[src/rtl/fifo_wr_arbiter.sv]
// Round-robin write arbiter sharing one FIFO write port among NUM_REQ
// valid/ready producers. Multi-beat packets lock the grant for up to
// MAX_BURST beats so a packet lands in the FIFO contiguously.
module fifo_wr_arbiter #(
  parameter int NUM_REQ   = 4,
  parameter int DATA_W    = 8,
  parameter int MAX_BURST = 4,
  localparam int IDW      = (NUM_REQ > 1) ? $clog2(NUM_REQ) : 1
) (
  input  logic                        clock,
  input  logic                        rst,
  input  logic [NUM_REQ-1:0]          req_valid,
  input  logic [NUM_REQ*DATA_W-1:0]   req_data,
  input  logic [NUM_REQ-1:0]          req_last,
  output logic [NUM_REQ-1:0]          req_ready,
  output logic                        fifo_wr,
  output logic [DATA_W-1:0]           fifo_data,
  input  logic                        fifo_full,
  output logic [IDW-1:0]              grant_id,
  output logic                        busy
);

  typedef enum logic {IDLE, LOCKED} state_t;

  state_t         state_q, state_d;
  logic [IDW-1:0] lock_id_q, lock_id_d;
  logic [3:0]     beat_cnt_q, beat_cnt_d;
  logic [IDW-1:0] rr_ptr_q, rr_ptr_d;

  logic [IDW-1:0] cand;
  logic           cand_vld;
  logic           beat;
  logic           burst_end;

  // Successor index with wrap from NUM_REQ-1 back to 0.
  function automatic logic [IDW-1:0] next_idx(input logic [IDW-1:0] id);
    if (id == IDW'(NUM_REQ - 1)) return '0;
    return id + 1'b1;
  endfunction

  // State register: all registers are control, so all take the reset.
  always_ff @(posedge clock) begin
    if (rst) begin
      state_q    <= IDLE;
      lock_id_q  <= '0;
      beat_cnt_q <= '0;
      rr_ptr_q   <= '0;
    end else begin
      state_q    <= state_d;
      lock_id_q  <= lock_id_d;
      beat_cnt_q <= beat_cnt_d;
      rr_ptr_q   <= rr_ptr_d;
    end
  end

  // Candidate search: locked owner only, else first valid from rr_ptr upward.
  always_comb begin
    logic           found;
    int             j;
    logic [IDW-1:0] idx;
    cand     = '0;
    cand_vld = 1'b0;
    found    = 1'b0;
    j        = 0;
    idx      = '0;
    if (state_q == LOCKED) begin
      cand     = lock_id_q;
      cand_vld = req_valid[lock_id_q];
    end else begin
      for (int k = 0; k < NUM_REQ; k++) begin
        j = int'(rr_ptr_q) + k;
        if (j >= NUM_REQ) j = j - NUM_REQ;
        idx = IDW'(j);
        if (!found && req_valid[idx]) begin
          found    = 1'b1;
          cand     = idx;
          cand_vld = 1'b1;
        end
      end
    end
  end

  // A beat needs a valid candidate and FIFO space; nothing moves under reset.
  always_comb begin
    beat      = cand_vld && !fifo_full && !rst;
    burst_end = ({1'b0, beat_cnt_q} + 5'd1) == 5'(MAX_BURST);
  end

  // Next-state logic: lock on the first beat of a multi-beat packet,
  // release on the last beat or when the burst limit is reached.
  always_comb begin
    state_d    = state_q;
    lock_id_d  = lock_id_q;
    beat_cnt_d = beat_cnt_q;
    rr_ptr_d   = rr_ptr_q;
    if (beat) begin
      case (state_q)
        IDLE: begin
          if (!req_last[cand] && (MAX_BURST > 1)) begin
            state_d    = LOCKED;
            lock_id_d  = cand;
            beat_cnt_d = 4'd1;
          end else begin
            rr_ptr_d = next_idx(cand);
          end
        end
        LOCKED: begin
          if (req_last[cand] || burst_end) begin
            state_d    = IDLE;
            beat_cnt_d = '0;
            rr_ptr_d   = next_idx(lock_id_q);
          end else begin
            beat_cnt_d = beat_cnt_q + 4'd1;
          end
        end
        default: state_d = IDLE;
      endcase
    end
  end

  // Outputs: same-cycle handshake and FIFO write, all forced low in reset.
  always_comb begin
    req_ready = '0;
    fifo_wr   = beat;
    fifo_data = '0;
    if (beat) begin
      req_ready[cand] = 1'b1;
      fifo_data       = req_data[int'(cand)*DATA_W +: DATA_W];
    end
    busy     = (state_q == LOCKED) && !rst;
    grant_id = rst ? '0 : cand;
  end

endmodule

[config.mk]
export PLATFORM = sky130hd
export DESIGN_NAME = fifo_wr_arbiter
export DESIGN_NICKNAME = d
export VERILOG_FILES = /design/src/rtl/fifo_wr_arbiter.sv
export SDC_FILE = /design/constraint.sdc
export NUM_CORES = 1
export LEC_CHECK = 0
export CAP_MARGIN = 40
export CORE_MARGIN = 5
export CORE_UTILIZATION = 45
export DETAILED_ROUTE_END_ITERATION = 8
export DONT_BUFFER_PORTS = 1
export RECOVER_POWER = 100
export SYNTH_ARGS = -nofsm -noshare
export SYNTH_HDL_FRONTEND = slang
export SYNTH_SLANG_ARGS = --single-unit
[constraint.sdc]
create_clock -name clock -period 3.25 [get_ports clock]
set_input_delay 0.325 -clock clock [delete_from_list [all_inputs] [get_ports clock]]
set_output_delay 0.325 -clock clock [all_outputs]
set_load 0.05 [all_outputs]
* Word-level counts from Yosys, hierarchy flattened
Cells that the tools add are included.
** Cells by class
- Add/sub/neg operators :: 11
- $lt $le $gt $ge :: 11
- Eq/ne operators :: 6
- Shift-type cells :: 1
- Mux-type cells :: 61
- Bitwise operators :: 2
- Reduce and logical (&&, ||, !) cells :: 16
** Operator list (number)
- $mux W2 :: 20
- $shiftx A32 B6 Y8 :: 1
- $mux W1 :: 27
- $lt A2 B3 Y1 const B :: 6
- $bmux W1 S2 :: 6
- $mux W4 :: 3
- $ge A3 B3 Y1 const B :: 3
- $mux W8 :: 1
- $pmux W4 S2 :: 1
- $sub A2 B1 Y2 const B :: 4
- $logic_and A1 B1 Y1 :: 7
- $add A2 B2 Y3 const B :: 2
- $reduce_and A3 Y1 :: 2
- $add A4 B1 Y5 const B :: 1
- $eq A5 B3 Y1 const B :: 1
- $logic_not A1 Y1 :: 5
- $add A2 B1 Y2 const B :: 2
- $add A4 B1 Y4 const B :: 1
- $eq A2 B2 Y1 const B :: 2
- $ne A2 B2 Y1 const B :: 2
- $pmux W2 S2 :: 1
- $add A2 B1 Y3 const B :: 1
- $ge A2 B3 Y1 const B :: 1
- $demux W1 S2 :: 1
- other kinds (6) :: 7
** Word-level totals
- Register bits after elaboration :: 9
- Input port bits :: 43
- Output and inout bits :: 16
- Logic and storage cells :: 112

* Logic depth before layout (Yosys ltp)
Gate-level depths: netlist of the first run.
- Depth in word-level cells :: 28
- Gate-level depth with buffers :: 10
- Mapped depth without buffers :: 9

* Worst setup path after synthesis of the first run
Ideal clock, no wire load.
- Path type :: reg2out
- From :: register rr_ptr_q[1]
- To :: output fifo_data[2]
- Arrival :: 2.772 ns
- Required time :: 2.925 ns
- Slack :: 0.153 ns
- Cell stages (with the launch flop) :: 9
- Path buffers :: 1
- Cell sequence :: dfxtp_1 mux2i_1 nor2_1 nor4_4 a21oi_1 clkinv_1 buf_4 nor2_1 a311oi_1
** On the way
- Elaborated cells on any way between the ends :: 52
- Classes of those cells :: add/sub: 7; order compare: 4; shift: 1; mux: 32; reduce/logical: 8
** RTL lines
- start, declared :: RTL line 28 : logic [IDW-1:0] rr_ptr_q, rr_ptr_d;
- start signal, assigned :: RTL line 52 : rr_ptr_q <= rr_ptr_d;
- $ge A2 B3 Y1 or $sub A2 B1 Y2 (tied branches) :: RTL line 72 : if (j >= NUM_REQ) j = j - NUM_REQ;
- $mux W2 :: RTL line 72
- $mux W2 :: RTL line 66 : if (state_q == LOCKED) begin
- $bmux W1 S2 :: RTL line 74 : if (!found && req_valid[idx]) begin
- $mux W1 (not written as such) :: RTL line 74
- $mux W1 :: RTL line 74
- $mux W1 :: RTL line 66
- $logic_not A1 Y1 :: RTL line 74
- [6 not listed]
- $mux W1 :: RTL line 66
- $logic_not A1 Y1 :: RTL line 74
- $logic_and A1 B1 Y1 :: RTL line 74
- $mux W2 (*) :: RTL line 74
- $mux W2 (*) :: RTL line 66
- net cand[0] :: RTL line 30 : logic [IDW-1:0] cand;
- $shiftx A32 B6 Y8 (*) :: RTL line 128 : fifo_data = req_data[int'(cand)*DATA_W +: DATA_W];
- $mux W8 (*) :: RTL line 126 : if (beat) begin
- end, declared :: RTL line 17 : output logic [DATA_W-1:0] fifo_data,
Mark *: on every way through the listed nets, which the timed path passes. The rest lies on a longest branch. The select of a mux whose other input is x is not followed.

* Worst setup path after layout of the first run
- From :: register lock_id_q[1]
- To :: output req_ready[1]
** On the way
- Cells in the longest elaborated chain, start to end :: 6
- Elaborated cells on any way between the ends :: 12
- Classes of those cells :: order compare: 2; mux: 7; reduce/logical: 3
** Ends and longest elaborated chain
- start, declared :: RTL line 26 : logic [IDW-1:0] lock_id_q, lock_id_d;
- start signal, assigned :: RTL line 50 : lock_id_q <= lock_id_d;
- $mux W2 or $bmux W1 S2 (tied branches) :: RTL line 66, 68
- $lt A2 B3 Y1 (not written as such), or another cell as far along :: RTL line 127 : req_ready[cand] = 1'b1;
- $logic_and A1 B1 Y1 (not written as such) or $mux W1 (tied branches) :: RTL line 127, 66
- $mux W1 (not written as such) or $logic_and A1 B1 Y1 (tied branches) :: RTL line 127, 85
- $demux W1 S2 or $logic_and A1 B1 Y1 (tied branches) :: RTL line 127, 85
- $mux W4 (*) :: RTL line 126
- end, declared :: RTL line 15 : output logic [NUM_REQ-1:0] req_ready,
Every way passes the cells marked *; elsewhere a longest branch is shown, timed or not. The select of a mux whose other input is x is not followed.

==> results of run 1 <==
[placed cells by master (no fill, tap or decap), types with 2 or more instances in the layout]
master / n
nand2b_1: 4
o21bai_1: 2
clkbuf_1: 2
nor2_1: 19
ha_1: 6
nor3_1: 5
mux2_2: 9
dfxtp_1: 9
buf_4: 5
mux2i_1: 6
nand2_1: 22
and2_1: 4
or3b_1: 2
nor2b_1: 6
inv_1: 5
clkinv_1: 2
nand3_1: 2
clkbuf_2: 7
a21oi_1: 3
a311oi_2: 8
o22ai_1: 2
a211oi_1: 2
o21ai_0: 6
clkbuf_4: 3
[Yosys cell counts, types with 5 or more instances]
master / number / area (um^2)
nand2_1: 22 / 82.58
nor2_1: 19 / 71.32
dfxtp_1: 9 / 180.2
mux2_2: 9 / 101.4
a311oi_1: 8 / 70.07
ha_1: 6 / 75.07
mux2i_1: 6 / 60.06
nor2b_1: 6 / 37.54
nor3_1: 5 / 25.02
o21ai_0: 5 / 25.02
[per-stage QoR]
| stage | std cells | setup slack, ns |
|---|---|---|
| after floorplan | 157 | 0.1534 |
| after global placement | 194 | 0.3242 |
| after detailed placement | 195 | 0.6164 |
| after CTS | 199 | 0.3131 |
| after global routing | 199 | 0.09653 |
| final | 199 | 0.2660 |
[cell families after synthesis]
| kind of cell | share of synthesized area |
|---|---|
| compound gates | 0.2695 |
| xor+xnor | 0.006911 |
| fa+ha+maj | 0.05923 |
| buf+inv | 0.07501 |
| flops | 0.1421 |
| mux | 0.1481 |
| simple gates | 0.2991 |
[power breakdown]
part	switching, mW	internal, mW	leakage [nW]
registers	0.0141	0.117	0.0731
clock network	0.0402	0.0454	0.0177
logic	0.169	0.0954	0.434
[worst reg2reg max path, cell delays in order (launching register included)]
cell and delay (ns):
dfxtp_1 0.40, nand2_1 0.13, a211oi_2 0.33, o31ai_4 0.19, a2111oi_1 0.96, o21ai_0 0.36, mux2_4 0.37
[how the worst max path moves through the flow]
| stage | startpoint | end | depth (start not counted) |
|---|---|---|---|
| after floorplan | rr_ptr_q[1] | fifo_data[2] | 8 |
| after global placement | req_valid[0] | req_ready[0] | 6 |
| after detailed placement | req_valid[0] | req_ready[1] | 6 |
| after CTS | lock_id_q[1] | req_ready[3] | 5 |
| after global routing | rr_ptr_q[1] | lock_id_q[0] | 6 |
| final | lock_id_q[1] | req_ready[1] | 5 |
[sequential cells by signal, indices dropped and copies added (netlist names)]
name        cells
rr_ptr_q        2
beat_cnt_q      4
state_q         1
lock_id_q       2
[layer usage]
metal / track usage / up-vias
li1: - / 593
met1: 0.1765 / 571
met2: 0.2923 / 50
met3: 0.06572 / 2
met4: 0.02918 / 0
met5: 0 / -
[layout make-up]
class,instances,share of cell area
sequential,9,0.1307
multi-input combinational,133,0.7359
clock inverter,1,0.003630
inverter,7,0.01906
clock buffer,3,0.01633
timing repair buffer,15,0.06624
tap,31,0.02813
==> reports/metrics.csv, run 1 <==
metric,value,unit
clk buf depth,2,
CP peak stage delay,0.68,ns
slew margin rel.,0.3278,
I/O pin count,59,
vias in the first global route,1211,
"Arr. time, crit path",2.66,ns
Yosys cell types,51,
CTS buffer count,3,
startpoint types,flop,
worst hold slack,0.1300,ns
GR Util All Layers,0.1617,
number of antenna violations at the first check in global routing,0,
multi-input logic area,1015,um^2
Hold/Removal Path Class,input pin to flop,
Placer Congestion,0.7584,
CP max FO,11,
proportion of synthesized chip area in sequential cells,0.1422,
hpwl dp,2733,um
share of cells above drive strength 1,0.2560,
"CP delay by family, top",compound AO/OA/AOI/OAI gates,
total power,480.8,uW
number of synthesis warnings,0,
max layer used,met4,
"Avg Cell Area, Syn",8.073,um^2
CP Cell Sequence,mux2i_1 > mux2_2 > a2111o_1 > inv_1 > and2_1,
# hold bufs at CTS,0,
status,"finished, final reports clean",
Post-synth EDFFs,0,
PortBufs,0,
static leakage,0.5250,nW
metal3 WL,311,um
first-pass GRT wire length,5368,um
RR Startpoint,rr_ptr_q[1],
die height,63.07,um
Via Count,1216,
met2 routed WL,1682,um
Max Clock Freq,0.3351,GHz
final core occ,0.5043,
critical path class,flop to output pin,
"Design Area, Final",1379,um^2
Worst R2R Setup Slack,0.38,ns
Die W,63.07,um
sum of negative setup slack,0,ns
die area,3978,um^2
nets@finish,218,
hold path start,rst,
Setup-failing EPs final,0,
R2R depth,6,
"CTS clk-pin slew, worst paths",0.07,ns
Post-Syn Nets,206,
"FFs w/ async S/R, synth",0,
final count of hold timing violations,0,
minimum clock period,2.984,ns
clk_lat worst skew,0.26,ns
CTS tree,yes,
WP buf/inv,1,
final wirelength,3296,um
met1 WL,1280,um
Post-DRT Antenna Nets,0,
hold path cells,1,
Seq. cell area,180.2,um^2
period utilization,0.9181,
mapped cell area,1267,um^2
Clock Sinks,9,
WP data required,2.92,ns
root buffer cell,clkbuf_4,
DRT iter0 DRCs,48,
reg2reg end,lock_id_q[0],
DRC violations left,0,
Diodes inserted,0,
Max IR drop VDD,0.0003074,V
hold endpoint,beat_cnt_q[0],
H-tree levels,1,
gate count of the mapped netlist,157,
largest net degree at the start of global routing,18,
PD cells,348.7,nW/um^2
Max Slew Vio Count,0,
# fillers,282,
post-CTS resize count,0,
Starting Density,0.4636,
Via density,6.111,
Worst-Margin Slew,1.006,ns
"Cell Area, Placed",1404,um^2
clock skew,0.006845,ns
first-pass detailed-route iteration total,5,
Worst path slowest cell,a2111o_1,
Area Growth Syn to Fin,8.786,%
RSZ-0062 raised after global routing,false,
ys flop type,dfxtp_1,
post-CTS setup buffer count,0,
Max-cap violations,0,
GRT Residual Overflow,0,
Rows,19,
WL/cell,16.56,um
Yosys reg bits,9,
Core ar.,2734,um^2
crit path capture type,output pin,
Power figures use the tool's default switching activity.
==> inputs of run 2 (changes only) <==
ABC_AREA = 1   (was unset)
SKIP_CTS_REPAIR_TIMING = 1   (was unset)
==> run 2 against run 1 <==
Hold slack got worse by 0.016 ns. Routed wire length rose by 9.4%. Total power rose to 2.5 times the previous value. Global-route usage rose by 1.1 points. Utilization fell by 0.64 points. Clock-buffer cell count rose by 1. Clock skew fell by 0.0054 ns. Die area rose by 2.9%. Combinational power rose to 3.6 times the previous value. Sequential cell count did not move. Cell count rose by 29%. Critical endpoint is now beat_cnt_q[0].
==> reports/metrics.csv, run 2 <==
metric,value,unit
Max-cap violations,0,
max FFs per register,4,
"Avg Cell Area, Syn",6.127,um^2
gate count of the mapped netlist,214,
Rows,19,
"Arr. time, crit path",3.08,ns
pre-CTS WS,0.6122,ns
number of antenna violations at the first check in global routing,0,
slew margin rel.,0.5306,
Area Growth Syn to Fin,5.630,%
total power,1.208,mW
hold endpoint,beat_cnt_q[2],
most frequent cells after synthesis,"nand2_1, inv_1, nor2_1",
Worst R2R Setup Slack,0.38,ns
Worst-Margin Slew,0.7034,ns
Setup-failing EPs final,0,
Yosys reg bits,9,
first-pass detailed-route iteration total,4,
DRC violations left,0,
biggest regs,"beat_cnt_q (4), lock_id_q (2), rr_ptr_q (2)",
CTS tree,yes,
WP data required,3.45,ns
Via Count,1403,
nets@finish,275,
Yosys cell types,31,
proportion of synthesized chip area in sequential cells,0.1374,
number of synthesis warnings,0,
final wirelength,3607,um
root buffer cell,clkbuf_4,
mapped cell area,1311,um^2
sum of negative setup slack,0,ns
hold path start,rst,
Post-Syn Nets,263,
Post-DRT Antenna Nets,0,
CP max FO,13,
vias in the first global route,1366,
crit path capture type,flop,
Max Clock Freq,0.3480,GHz
die height,63.98,um
ys flop type,dfxtp_1,
"count leader, synth",nand2_1,
largest net degree at the start of global routing,23,
Max Slew Vio Count,0,
busiest grt layer,met2,
GR Util All Layers,0.1732,
Post-synth EDFFs,0,
static leakage,0.6693,nW
die area,4093,um^2
M1 GR Usage,0.2072,
CP Cell Sequence,inv_2 > nand2_1 > nand2_1 > o21ai_1 > nor2_1 > nand3_2 > nand2_1 > inv_1 > o21ai_0 > nand2_1 > nand2_1 > nor2_1,
hpwl dp,2839,um
period utilization,0.8842,
reg2reg end,beat_cnt_q[0],
minimum clock period,2.874,ns
"most used cell, CP",nand2_1,
Diodes inserted,0,
CP peak stage delay,0.65,ns
top cell type's share of synthesized area,0.1517,
CTS buffer count,3,
clock skew,0.001466,ns
WL/cell,14.09,um
Die W,63.98,um
PortBufs,0,
PD cells,872.4,nW/um^2
status,"finished, final reports clean",
# fillers,287,
Clock Sinks,9,
startpoint types,flop,
"FFs w/ async S/R, synth",0,
hold path cells,1,
Core ar.,2781,um^2
Hold/Removal Path Class,input pin to flop,
"commonest non-fill, non-tap cell in the layout",nand2_1,
share of cells above drive strength 1,0.1911,
DRT iter0 DRCs,72,
met3 usage,0.03678,
H-tree levels,1,
most flop-heavy register,beat_cnt_q,
GRT Residual Overflow,0,
clk buf depth,2,
Max IR drop VDD,0.0006460,V
RR Startpoint,rr_ptr_q[0],
Starting Density,0.4714,
I/O pin count,59,
Worst path slowest cell,inv_1,
post-synth top area cell,nand2_1,
first-pass GRT wire length,5989,um
Area contributors post-synth,"nand2_1, dfxtp_1, inv_1, ha_1, o21a_1",
"CTS clk-pin slew, worst paths",0.06,ns
worst setup margin,0.3764,ns
critical path class,flop to flop,
Placer Congestion,0.8251,
Via density,5.480,
final count of hold timing violations,0,
most frequent cells in the layout,"nand2_1, inv_1, nor2_1, nand3_1, o21ai_0",
R2R depth,12,
RSZ-0062 raised after global routing,false,
clk_lat worst skew,0.26,ns
GR Util met2,0.3053,
## run 2: cell count changes after synthesis, moves of 8 or more
cell / previous run / this run
nand2_2: 0 / 9
mux2_2: 9 / 0
nand3_1: 2 / 11
a21oi_1: 3 / 11
inv_1: 4 / 21
o21ai_1: 0 / 9
a311oi_1: 8 / 0
nand2_1: 22 / 53
o21a_1: 0 / 9
## run 2: cells by family (layout without fill, tap and decap cells)
group / after synthesis / count (layout) / share of synthesized area
DFF: 9 / 9 / 0.1374
AOI/OAI and AO/OA: 57 / 57 / 0.2786
adders and majority gates: 6 / 6 / 0.05725
xor gates and xnor gates: 1 / 1 / 0.006681
and+or+nand+nor: 105 / 105 / 0.3969
buffers and inverters: 36 / 47 / 0.1231
## run 2: metal layers
metal	vias up	wire, um
li1	726	-
met1	628	1518
met2	44	1839
met3	5	211
met4	0	37
met5	-	0
## run 2: area by class of cell
type / count / area, um^2 / share of cell area
well taps: 31 / 38.79 / 0.02800
multi-input cells: 169 / 948.4 / 0.6847
clock buffers: 4 / 26.28 / 0.01897
repair buffers: 16 / 86.33 / 0.06233
inverters: 27 / 103.9 / 0.07498
flip-flops and latches: 9 / 181.4 / 0.1310
## run 2: report_power, final
group | switching [mW] | leakage, nW | internal [mW]
Combinational | 0.670 | 0.581 | 0.293
Sequential | 0.0302 | 0.0736 | 0.127
Clock | 0.0409 | 0.0150 | 0.0474
Total | 0.741 | 0.669 | 0.467
## run 2: stage by stage
step	util	instances	area (um^2)	hold WS, ns
after floorplan	-	214	1311	0.4439
after global placement	0.5052	251	1405	0.3904
after detailed placement	0.5079	252	1413	0.3903
after CTS	0.5173	256	1439	0.1059
after global routing	0.4980	256	1385	0.1010
final	0.4980	256	1385	0.1140
## run 2: worst max path at each step
stage,slack (ns),cells past startpoint,to,from
final,0.38,12,beat_cnt_q[0],rr_ptr_q[0]
after global routing,0.09,14,fifo_data[0],rr_ptr_q[0]
after CTS,0.31,14,fifo_data[2],rr_ptr_q[0]
after detailed placement,0.61,14,fifo_data[2],rr_ptr_q[0]
after global placement,0.70,14,fifo_data[4],rr_ptr_q[0]
after floorplan,0.64,15,fifo_data[0],rr_ptr_q[0]
## run 2: worst max-delay path: cells and delay by family (launching register included)
family	cells	cell delay [ns]
buf+inv	2	0.77
simple gates	8	0.95
flops	1	0.44
compound gates	2	0.64
==> inputs of run 3 (changes only) <==
clock period = 3 ns   (was 3.25 ns; I/O delays follow)
==> run 3 against run 2 <==
Register-to-register slack better by 0.06 ns. Clock skew down 0.0011 ns. Sequential power about the same. Clock-buffer cell count unchanged. Critical path depth up 4. Critical path type is now flop to output pin. Critical endpoint is now fifo_data[2]. Largest cell class unchanged. Highest routed layer unchanged.
==> reports/metrics.csv, run 3 (same netlist as run 2, synthesis figures left out) <==
metric,value,unit
DRC violations left,0,
static leakage,0.6785,nW
first-pass GRT wire length,5961,um
"CTS clk-pin slew, worst paths",0.06,ns
Max-cap violations,0,
clock skew,0.0003629,ns
CP max FO,13,
Via density,5.541,
most flop-heavy register,beat_cnt_q,
WL/cell,14.15,um
Switching Fraction,0.6050,
Combinational Power Share,0.810,
max FFs per register,4,
clk_lat worst skew,0.26,ns
RSZ-0062 raised after global routing,false,
GRT Residual Overflow,0,
number of antenna violations at the first check in global routing,0,
minimum clock period,2.761,ns
biggest regs,"beat_cnt_q (4), lock_id_q (2), rr_ptr_q (2)",
Post-DRT Antenna Nets,0,
nets@finish,276,
I/O pin count,59,
period utilization,0.9203,
sum of negative setup slack,0,ns
Max Slew Vio Count,0,
die area,4093,um^2
CTS buffer count,3,
Final Instance Count excl. Fillers,257,
Max Clock Freq,0.3622,GHz
Core ar.,2781,um^2
Seq pwr share,0.120,
part of the power in the clock network,0.070,
die height,63.98,um
slew margin rel.,0.5956,
Placer Congestion,0.8323,
Worst-Margin Slew,0.6091,ns
Starting Density,0.4714,
vias in the first global route,1373,
root buffer cell,clkbuf_4,
met1 WL,1448,um
total power,1.329,mW
status,"finished, final reports clean",
Area Growth Syn to Fin,7.729,%
most frequent cells in the layout,"nand2_1, inv_1, nor2_1, nand3_1",
hpwl dp,2898,um
Hold/Removal Path Class,input pin to flop,
GR Util All Layers,0.1736,
largest net degree at the start of global routing,23,
WP data required,2.70,ns
met2 routed WL,1941,um
"commonest non-fill, non-tap cell in the layout",nand2_1,
CTS tree,yes,
critical path class,flop to output pin,
placed cell count,253,
final wirelength,3637,um
Clock Sinks,9,
PD cells,940.6,nW/um^2
crit path capture type,output pin,
Rows,19,
Internal,524.9,uW
max layer used,met4,
final count of hold timing violations,0,
H-tree levels,1,
clk buf depth,2,
worst setup margin,0.2392,ns
DRT iter0 DRCs,65,
"Arr. time, crit path",2.46,ns
Via Count,1424,
Die W,63.98,um
PortBufs,0,
first-pass detailed-route iteration total,4,
Diodes inserted,0,
metal3 WL,225,um
Max IR drop VDD,0.0007417,V
Setup-failing EPs final,0,
startpoint types,flop,
share of cells above drive strength 1,0.2124,
Switch Pwr,803.8,uW
pre-CTS WS,0.3579,ns
run 3: critical path: stages, from the launching register on:
cell and delay [ns]:
dfxtp_2 0.45, inv_2 0.12, nand2_1 0.09, nand2_2 0.07, nand2_1 0.09, nand2_1 0.09, nor2_4 0.14, nand3_2 0.08
nand2_1 0.06, inv_1 0.05, nand2_2 0.07, nand2_4 0.11, inv_4 0.15, o21a_1 0.13, o21ai_1 0.06, a21oi_1 0.16
clkbuf_4 0.26
run 3: layout make-up:
type	instances	area, um^2
fillers	287	1369
multi-input cells	169	953.4
flip-flops and latches	9	181.4
repair buffers	17	107.6
inverters	27	105.1
well taps	31	38.79
clock buffers	4	26.28
run 3: worst paths after layout:
kind / startpoint / end / slack (ns) / cells past startpoint
min: rst / beat_cnt_q[3] / 0.09 / 1
min reg2reg: beat_cnt_q[3] / beat_cnt_q[3] / 0.47 / 2
max: rr_ptr_q[0] / fifo_data[2] / 0.24 / 16
max reg2reg: rr_ptr_q[0] / beat_cnt_q[0] / 0.44 / 13
run 3: layer usage:
| layer | track usage | vias to the layer above |
|---|---|---|
| li1 | - | 725 |
| met1 | 0.2103 | 650 |
| met2 | 0.3103 | 46 |
| met3 | 0.02977 | 3 |
| met4 | 0.04935 | 0 |
| met5 | 0 | - |
run 3: per-stage QoR:
stage                     utilization  hold slack, ns  instance area (um^2)
after floorplan                     -          0.4439                  1311
after global placement         0.5106          0.3655                  1420
after detailed placement       0.5106          0.3671                  1420
after CTS                      0.5200         0.08995                  1446
after global routing           0.5079         0.08330                  1413
final                          0.5079         0.09082                  1413
run 3: power groups by stage:
stage          logic [mW]  registers (mW)  clock network (mW)
4_1_cts              1.11           0.158              0.0963
3_5_place_dp         1.10           0.160                   0
3_3_place_gp         1.08           0.159                   0
6_report             1.08           0.159              0.0935
2_1_floorplan       0.938           0.150                   0
5_1_grt              1.20           0.162               0.103
